<file path="src/rtl/dyn_add_ctrl.sv">
// Adder front-end that models a variable-latency carry chain: the sum is computed at once, but
// the result is released only after a delay set by the longest carry-propagate run in A^B.
module dyn_add_ctrl #(
    parameter int unsigned N              = 32,
    parameter int unsigned BITS_PER_CYCLE = 8
) (
    input  logic          clk,
    input  logic          rst,
    input  logic          in_valid,
    output logic          in_ready,
    input  logic [N-1:0]  A,
    input  logic [N-1:0]  B,
    input  logic          Cin,
    output logic          out_valid,
    input  logic          out_ready,
    output logic [N-1:0]  S,
    output logic          Cout,
    output logic [7:0]    lat,
    output logic [31:0]   total_lat,
    output logic [31:0]   op_count
);

    localparam int unsigned ShAmt = $clog2(BITS_PER_CYCLE);

    typedef enum logic [1:0] {
        StIdle,
        StWait,
        StDone
    } state_e;

    state_e        state_q, state_d;
    logic [7:0]    k_q, k_d;
    logic [N-1:0]  s_q, s_d;
    logic          cout_q, cout_d;
    logic [7:0]    lat_q, lat_d;
    logic [31:0]   total_lat_q, total_lat_d;
    logic [31:0]   op_count_q, op_count_d;

    logic [N-1:0]  prop;
    logic [7:0]    run;
    logic [7:0]    max_run;
    logic [7:0]    k_load;
    logic [N:0]    sum;
    logic [32:0]   total_sum;

    // Longest run of propagate bits, i.e. the worst-case ripple distance of the carry.
    always_comb begin
        prop    = A ^ B;
        run     = '0;
        max_run = '0;
        for (int i = 0; i < int'(N); i++) begin
            if (prop[i]) begin
                run = run + 8'd1;
            end else begin
                run = '0;
            end
            if (run > max_run) begin
                max_run = run;
            end
        end
        k_load = max_run >> ShAmt;
    end

    always_comb begin
        sum       = {1'b0, A} + {1'b0, B} + {{N{1'b0}}, Cin};
        total_sum = {1'b0, total_lat_q} + {25'd0, lat_q};
    end

    always_comb begin
        state_d     = state_q;
        k_d         = k_q;
        s_d         = s_q;
        cout_d      = cout_q;
        lat_d       = lat_q;
        total_lat_d = total_lat_q;
        op_count_d  = op_count_q;

        case (state_q)
            StIdle: begin
                if (in_valid) begin
                    s_d     = sum[N-1:0];
                    cout_d  = sum[N];
                    k_d     = k_load;
                    lat_d   = k_load + 8'd1;
                    state_d = StWait;
                end
            end
            StWait: begin
                if (k_q != 8'd0) begin
                    k_d = k_q - 8'd1;
                end else begin
                    state_d = StDone;
                end
            end
            StDone: begin
                if (out_ready) begin
                    state_d     = StIdle;
                    op_count_d  = op_count_q + 32'd1;
                    total_lat_d = total_sum[32] ? 32'hFFFF_FFFF : total_sum[31:0];
                end
            end
            default: state_d = StIdle;
        endcase
    end

    always_ff @(posedge clk) begin
        if (rst) begin
            state_q     <= StIdle;
            k_q         <= '0;
            s_q         <= '0;
            cout_q      <= 1'b0;
            lat_q       <= '0;
            total_lat_q <= '0;
            op_count_q  <= '0;
        end else begin
            state_q     <= state_d;
            k_q         <= k_d;
            s_q         <= s_d;
            cout_q      <= cout_d;
            lat_q       <= lat_d;
            total_lat_q <= total_lat_d;
            op_count_q  <= op_count_d;
        end
    end

    always_comb begin
        in_ready  = (state_q == StIdle);
        out_valid = (state_q == StDone);
        S         = s_q;
        Cout      = cout_q;
        lat       = lat_q;
        total_lat = total_lat_q;
        op_count  = op_count_q;
    end

endmodule

</file>
<file path="config.mk">
export PLATFORM = sky130hd
export DESIGN_NAME = dyn_add_ctrl
export DESIGN_NICKNAME = d
export VERILOG_FILES = /design/src/rtl/dyn_add_ctrl.sv
export SDC_FILE = /design/constraint.sdc
export NUM_CORES = 1
export LEC_CHECK = 0
export ABC_CLOCK_PERIOD_IN_PS = 62100
export CORE_MARGIN = 1
export CORE_UTILIZATION = 40
export CTS_CLUSTER_DIAMETER = 50
export DETAILED_ROUTE_END_ITERATION = 10
export PLACE_DENSITY_LB_ADDON = 0.3
export SLEW_MARGIN = 30
export SYNTH_ARGS = -nofsm -noshare
export SYNTH_HDL_FRONTEND = slang
export SYNTH_SLANG_ARGS = --single-unit
</file>
<file path="constraint.sdc">
create_clock -name clk -period 62.1 [get_ports clk]
set_input_delay 6.21 -clock clk [delete_from_list [all_inputs] [get_ports clk]]
set_output_delay 6.21 -clock clk [all_outputs]
set_load 0.1 [all_outputs]
</file>
---- After elaboration in Yosys (flattened, before gate mapping) ----
Index checks and enable logic that the tools add are counted.
word-level totals
  memories ................................ 0
  bits in read-only memories .............. 0
  RAM bits ................................ 0
  latch bits .............................. 0
  word-level logic and storage cells ...... 162
  register bits ........................... 115
operators by class
  add/sub/neg operators ................... 37
  $lt $le $gt $ge ......................... 32
  equal/unequal tests ..................... 6
  multiplexer cells ....................... 72
  bitwise gates (word level) .............. 1
  div/mod/pow operators ................... 0
  reduce and logical (&&, ||, !) cells .... 7
  shift-type cells ........................ 0
  multiply operators ...................... 0
operators with widths
  operator                                                        number
  two-way mux 8 bit                                               64
  adder 8 x 1 -> 8 bit (second input constant)                    31
  greater-than comparator 8 bit                                   31
  adder 32 x 32 -> 33 bit                                         1
  adder 32 x 8 -> 33 bit                                          1
  adder 33 x 1 -> 33 bit                                          1
  adder 32 x 1 -> 32 bit (second input constant)                  1
  two-way mux 32 bit                                              1
  XOR 32 bit                                                      1
  one-hot mux 8 bit (2 select lines)                              1
  greater-than comparator 8 x 1 -> 1 bit (second input constant)  1
  nonzero test 8 bit                                              1
  subtractor 8 x 1 -> 8 bit (second input constant)               1
  adder 5 x 1 -> 6 bit (second input constant)                    1
  two-way mux 2 bit                                               3
  != test 2 bit (second input constant)                           3
  one-hot mux 2 bit (3 select lines)                              1
  AND reduction 3 bit                                             2
  AND reduction 2 bit                                             2
  equality test 2 x 1 -> 1 bit (second input constant)            1
  equality test 2 bit (second input constant)                     1
  zero test 2 bit                                                 1
  two-way mux 1 bit                                               2
  != test 2 x 1 -> 1 bit (second input constant)                  1
  nonzero test 2 bit                                              1

---- Depth between registers and ports, before layout ----
  word-level depth ........................ 68
  depth in mapped cells ................... 278

---- Least setup slack after synthesis ----
Ideal clock, no wire load.
  path kind ............................... input-to-reg
  from .................................... input port A[1]
  to ...................................... register lat_q[1] (netlist: lat[1])
  slack ................................... 10.681 ns
  stages .................................. 254
  required time ........................... 61.984 ns
  path buffers ............................ 6
  arrival time ............................ 51.303 ns
  cells stage by stage .................... ha_1 ha_1 buf_2 nand3b_1 inv_1 ha_1 and3_1 a21oi_1 mux2_2 ha_1 nor2b_1 o21ai_0 a21oi_1 mux2i_1 inv_1 ha_1 nand2b_1 a21oi_1 [... 218 more ...] a21oi_1 o21ai_0 o21a_1 clkdlybuf4s15_2 inv_1 mux2_2 ha_1 nor2b_1 o21a_1 o21ai_0 nand2b_1 a21oi_1 o21ai_0 o21ai_0 inv_1 o41a_1 a21o_1 a41o_1
on the way
  longest elaborated chain between the ends .. 65
ends and longest elaborated chain
  what                                                                          RTL line  text
  start: declaration                                                            11        input logic [N-1:0] A,
  XOR 32 bit (*)                                                                48        prop = A ^ B;
  two-way mux 8 bit (*)                                                         52        if (prop[i]) begin
  adder 8 x 1 -> 8 bit / greater-than comparator 8 bit (equally long branches)  53, 57
  two-way mux 8 bit, on equally long branches                                   52, 57
  adder 8 x 1 -> 8 bit / greater-than comparator 8 bit (equally long branches)  53, 57
  two-way mux 8 bit, on equally long branches                                   52, 57
  adder 8 x 1 -> 8 bit / greater-than comparator 8 bit (equally long branches)  53, 57
  two-way mux 8 bit, on equally long branches                                   52, 57
  [... 49 more ...]                                                             -
  two-way mux 8 bit, on equally long branches                                   52, 57
  adder 8 x 1 -> 8 bit / greater-than comparator 8 bit (equally long branches)  53, 57
  two-way mux 8 bit, on equally long branches                                   52, 57
  adder 8 x 1 -> 8 bit / greater-than comparator 8 bit (equally long branches)  53, 57
  two-way mux 8 bit, on equally long branches                                   52, 57
  greater-than comparator 8 bit                                                 57        if (run > max_run) begin
  two-way mux 8 bit (*)                                                         57
  adder 5 x 1 -> 6 bit (*)                                                      84        lat_d = k_load + 8'd1;
  end signal: assignment                                                        120       lat_q <= lat_d;
  end: declaration                                                              35        logic [7:0] lat_q, lat_d;
Mark *: on every way between the ends. The rest lies on a longest branch, timed or not.
A chain may end at the register's enable or synchronous reset.

---- Final worst setup path ----
Same ends and word-level chain as after synthesis.

==> metrics.cfg <==
[status]
status = completed

[routing]
viasPerCell = 5.520
ant_nets = 0
wl_um = 45390
dr.pass1.iters = 5
drcViolationCount = 0
drt_iter0_drc = 1092
vias = 16748
wire_per_inst_um = 14.96

[power_and_ir_drop]
sw_frac_of_total = 0.4801
clkPwrFrac = 0.211
power.leakage_nw = 8.521
intPower_mw = 0.2530
p_sw_mw = 0.2336
power_frac_seq = 0.174
irDropWorstVdd_v = 0.00001212
comb_power_share = 0.614
power_density_mw_per_mm2 = 24.85

[critical_path]
r2r_end = total_lat[23]
reg2reg_slack_ns = 58.70
worstPathRequired_ns = 62.41
cp_top_family = compound AO/OA/AOI/OAI gates
cp_num_cells = 256
worst-path-buf-inv = 17
worstSetupPathType = in -> reg
crit_path_start = A[1]
endpoint_kind = flop
crit_slowest_cell = a2111oi_2
critPathLaunchType = input pin
endpoint = lat[1]
rr_worst_depth = 15
critPathMaxStageDelay_ns = 0.51
r2r_start = lat[0]
critPathMaxFanout = 11
path_common_cell = ha_1
worstPathArrival_ns = 57.46

[synthesis]
synthCells = 2208
yosysTopAreaCellShare = 0.1705
synth_edf_count = 0
ys_ff_latch = 113
async_flop_share = 0
synth_seq_area_share = 0.1389
synth_cell_type_count = 128
yosys_warnings = 0
netlist_top_cells_count = nand2_1 (262), ha_1 (222), a21oi_1 (208)
yosysTopAreaCell = ha_1
syn_avg_cell_area_um2 = 7.379
synth_flop_cell = dfxtp_1
yosysMostFrequentCell = nand2_1
synth_area_mm2 = 0.01629
synth_area_leaders = ha_1 (17%), dfxtp_1 (14%), a21oi_1 (6.4%)

[sta]
fin_crit_ns = 57.15
skew_ns = 0.01967
rsz0062_at_grt = no
slew-limit-headroom = 0.3030
setup_viol = 0
final.setup.worst_slack_ns = 4.947
min_period_over_period = 0.9203
hold_viol_final = 0
worst_pin_slew_ns = 1.042
final_max_slew_viol_count = 0
fin_hold_ws_ns = 0.4540
tns_ns = 0
fmax_mhz = 17.50

[die]
die_w_um = 203.8
dieArea_mm2 = 0.04154
start_util = 0.4082
rows = 73
fp.dieH_um = 203.8
core_mm2 = 0.03991
ios = 176

[global_routing]
track_usage = 0.2163
grt_pass1_vias = 16271
grt_pass1_wl_um = 76020
overflow = 0
grt_max_degree = 71
antenna_found_initial = 0

[finish]
drive_gt1_frac = 0.06616
final_core_util = 0.4907
num_antenna_cells = 0
syn2layout_area_growth_pct = 20.21
final_nets = 2792

[clock_tree]
insertion_delay_ns = 0.43
clkTransAtPathRegs_ns = 0.06
h-tree-depth = 4
cts-root-buf = clkbuf_16
numClockSinks = 113
cts_buffers = 17
clock_path_buffers = 2
cts_tree = done

[placed_design]
finalWeightedCongestion = 0.9270
place_ws_ns = 4.089
io_buffers = 173
hpwl_um = 36420

[run]
max_cap_violations = 0

[worst_hold_path]
hp-class = reg -> reg

-- what timing repair did --
item | in CTS | in global routing
resized for setup | 0 | 8
buffers inserted | 0 | 3
hold buffers | 0 | 0
endpoints found under the setup margin | 0 | 6
-- worst register-to-register path: cells and delay by family (launching register included) --
| kind | cells | cell delay [ns] |
|---|---|---|
| AND/OR/NAND/NOR | 6 | 1.48 |
| AO/OA/AOI/OAI | 5 | 0.73 |
| adder cells (fa/ha/maj) | 2 | 0.61 |
| flip-flops | 1 | 0.37 |
| buffers and inverters | 2 | 0.13 |
-- cell families (layout without fill, tap and decap cells) --
kind of cell	count (synthesis)	after routing	share of synthesized area
AO/OA/AOI/OAI	613	613	0.2571
XOR/XNOR	144	144	0.07787
adder cells (fa/ha/maj)	229	229	0.1768
buffers and inverters	190	326	0.05268
flip-flops	113	113	0.1389
multiplexers	58	58	0.03832
other	2	167	0.0004610
AND/OR/NAND/NOR	859	859	0.2579
-- cells in the final DEF, fill, tap and decap left out, types with 48 or more instances in the layout --
cell,n
conb_1,167
xor2_1,71
nor2_1,197
xnor2_1,72
o21ai_0,98
ha_1,222
nand2_1,261
inv_1,116
nor3_1,48
nand3_1,94
clkdlybuf4s50_1,171
a21oi_1,208
dfxtp_1,113
-- layout make-up --
type / count / area, um2
Clock buffer: 21 / 470.5
Clock inverter: 9 / 132.6
Fill cell: 3954 / 20330
Inverter: 118 / 447.9
Multi-Input combinational cell: 2070 / 13850
Sequential cell: 113 / 2262
Tap cell: 525 / 656.9
Timing Repair Buffer: 178 / 1762
-- registers in the layout, indices dropped and copies added (netlist names) --
signal	cells
k_q	8
Cout	1
lat	6
S	32
state_q	2
total_lat	32
op_count	32
-- worst min path at each step --
stage,start,endpoint,slack (ns),cells past startpoint
3_3_place_gp,S[26],S[26],0.44,2
4_1_cts,S[20],S[20],0.45,2
2_1_floorplan,k_q[1],k_q[1],0.48,2
5_1_grt,S[28],S[28],0.48,2
6_report,S[3],S[3],0.45,2
3_5_place_dp,S[20],S[20],0.45,2
-- per-stage QoR --
stage               power (mW)  instance area (um2)  std cells
floorplan               0.3163                16910       2373
global placement        0.3697                18910       3001
detailed placement      0.3764                18910       3001
CTS                     0.4819                19520       3031
global route            0.5228                19590       3034
finish                  0.4866                19590       3034
-- power groups by stage --
stage,logic [mW],registers [mW],clock network (mW)
2_1_floorplan,0.196,0.121,0
3_3_place_gp,0.284,0.0862,0
3_5_place_dp,0.290,0.0864,0
4_1_cts,0.292,0.0849,0.105
5_1_grt,0.329,0.0857,0.108
6_report,0.299,0.0849,0.103
-- per-layer routing --
layer / vias to the layer above / global-route usage / part of all wire
met5: - / 0 / 0
met4: 0 / 0.06149 / 0.018
met3: 68 / 0.01802 / 0.040
met2: 440 / 0.3886 / 0.48
met1: 7837 / 0.2732 / 0.46
li1: 8403 / - / -
(Power assumes the default switching activity.)
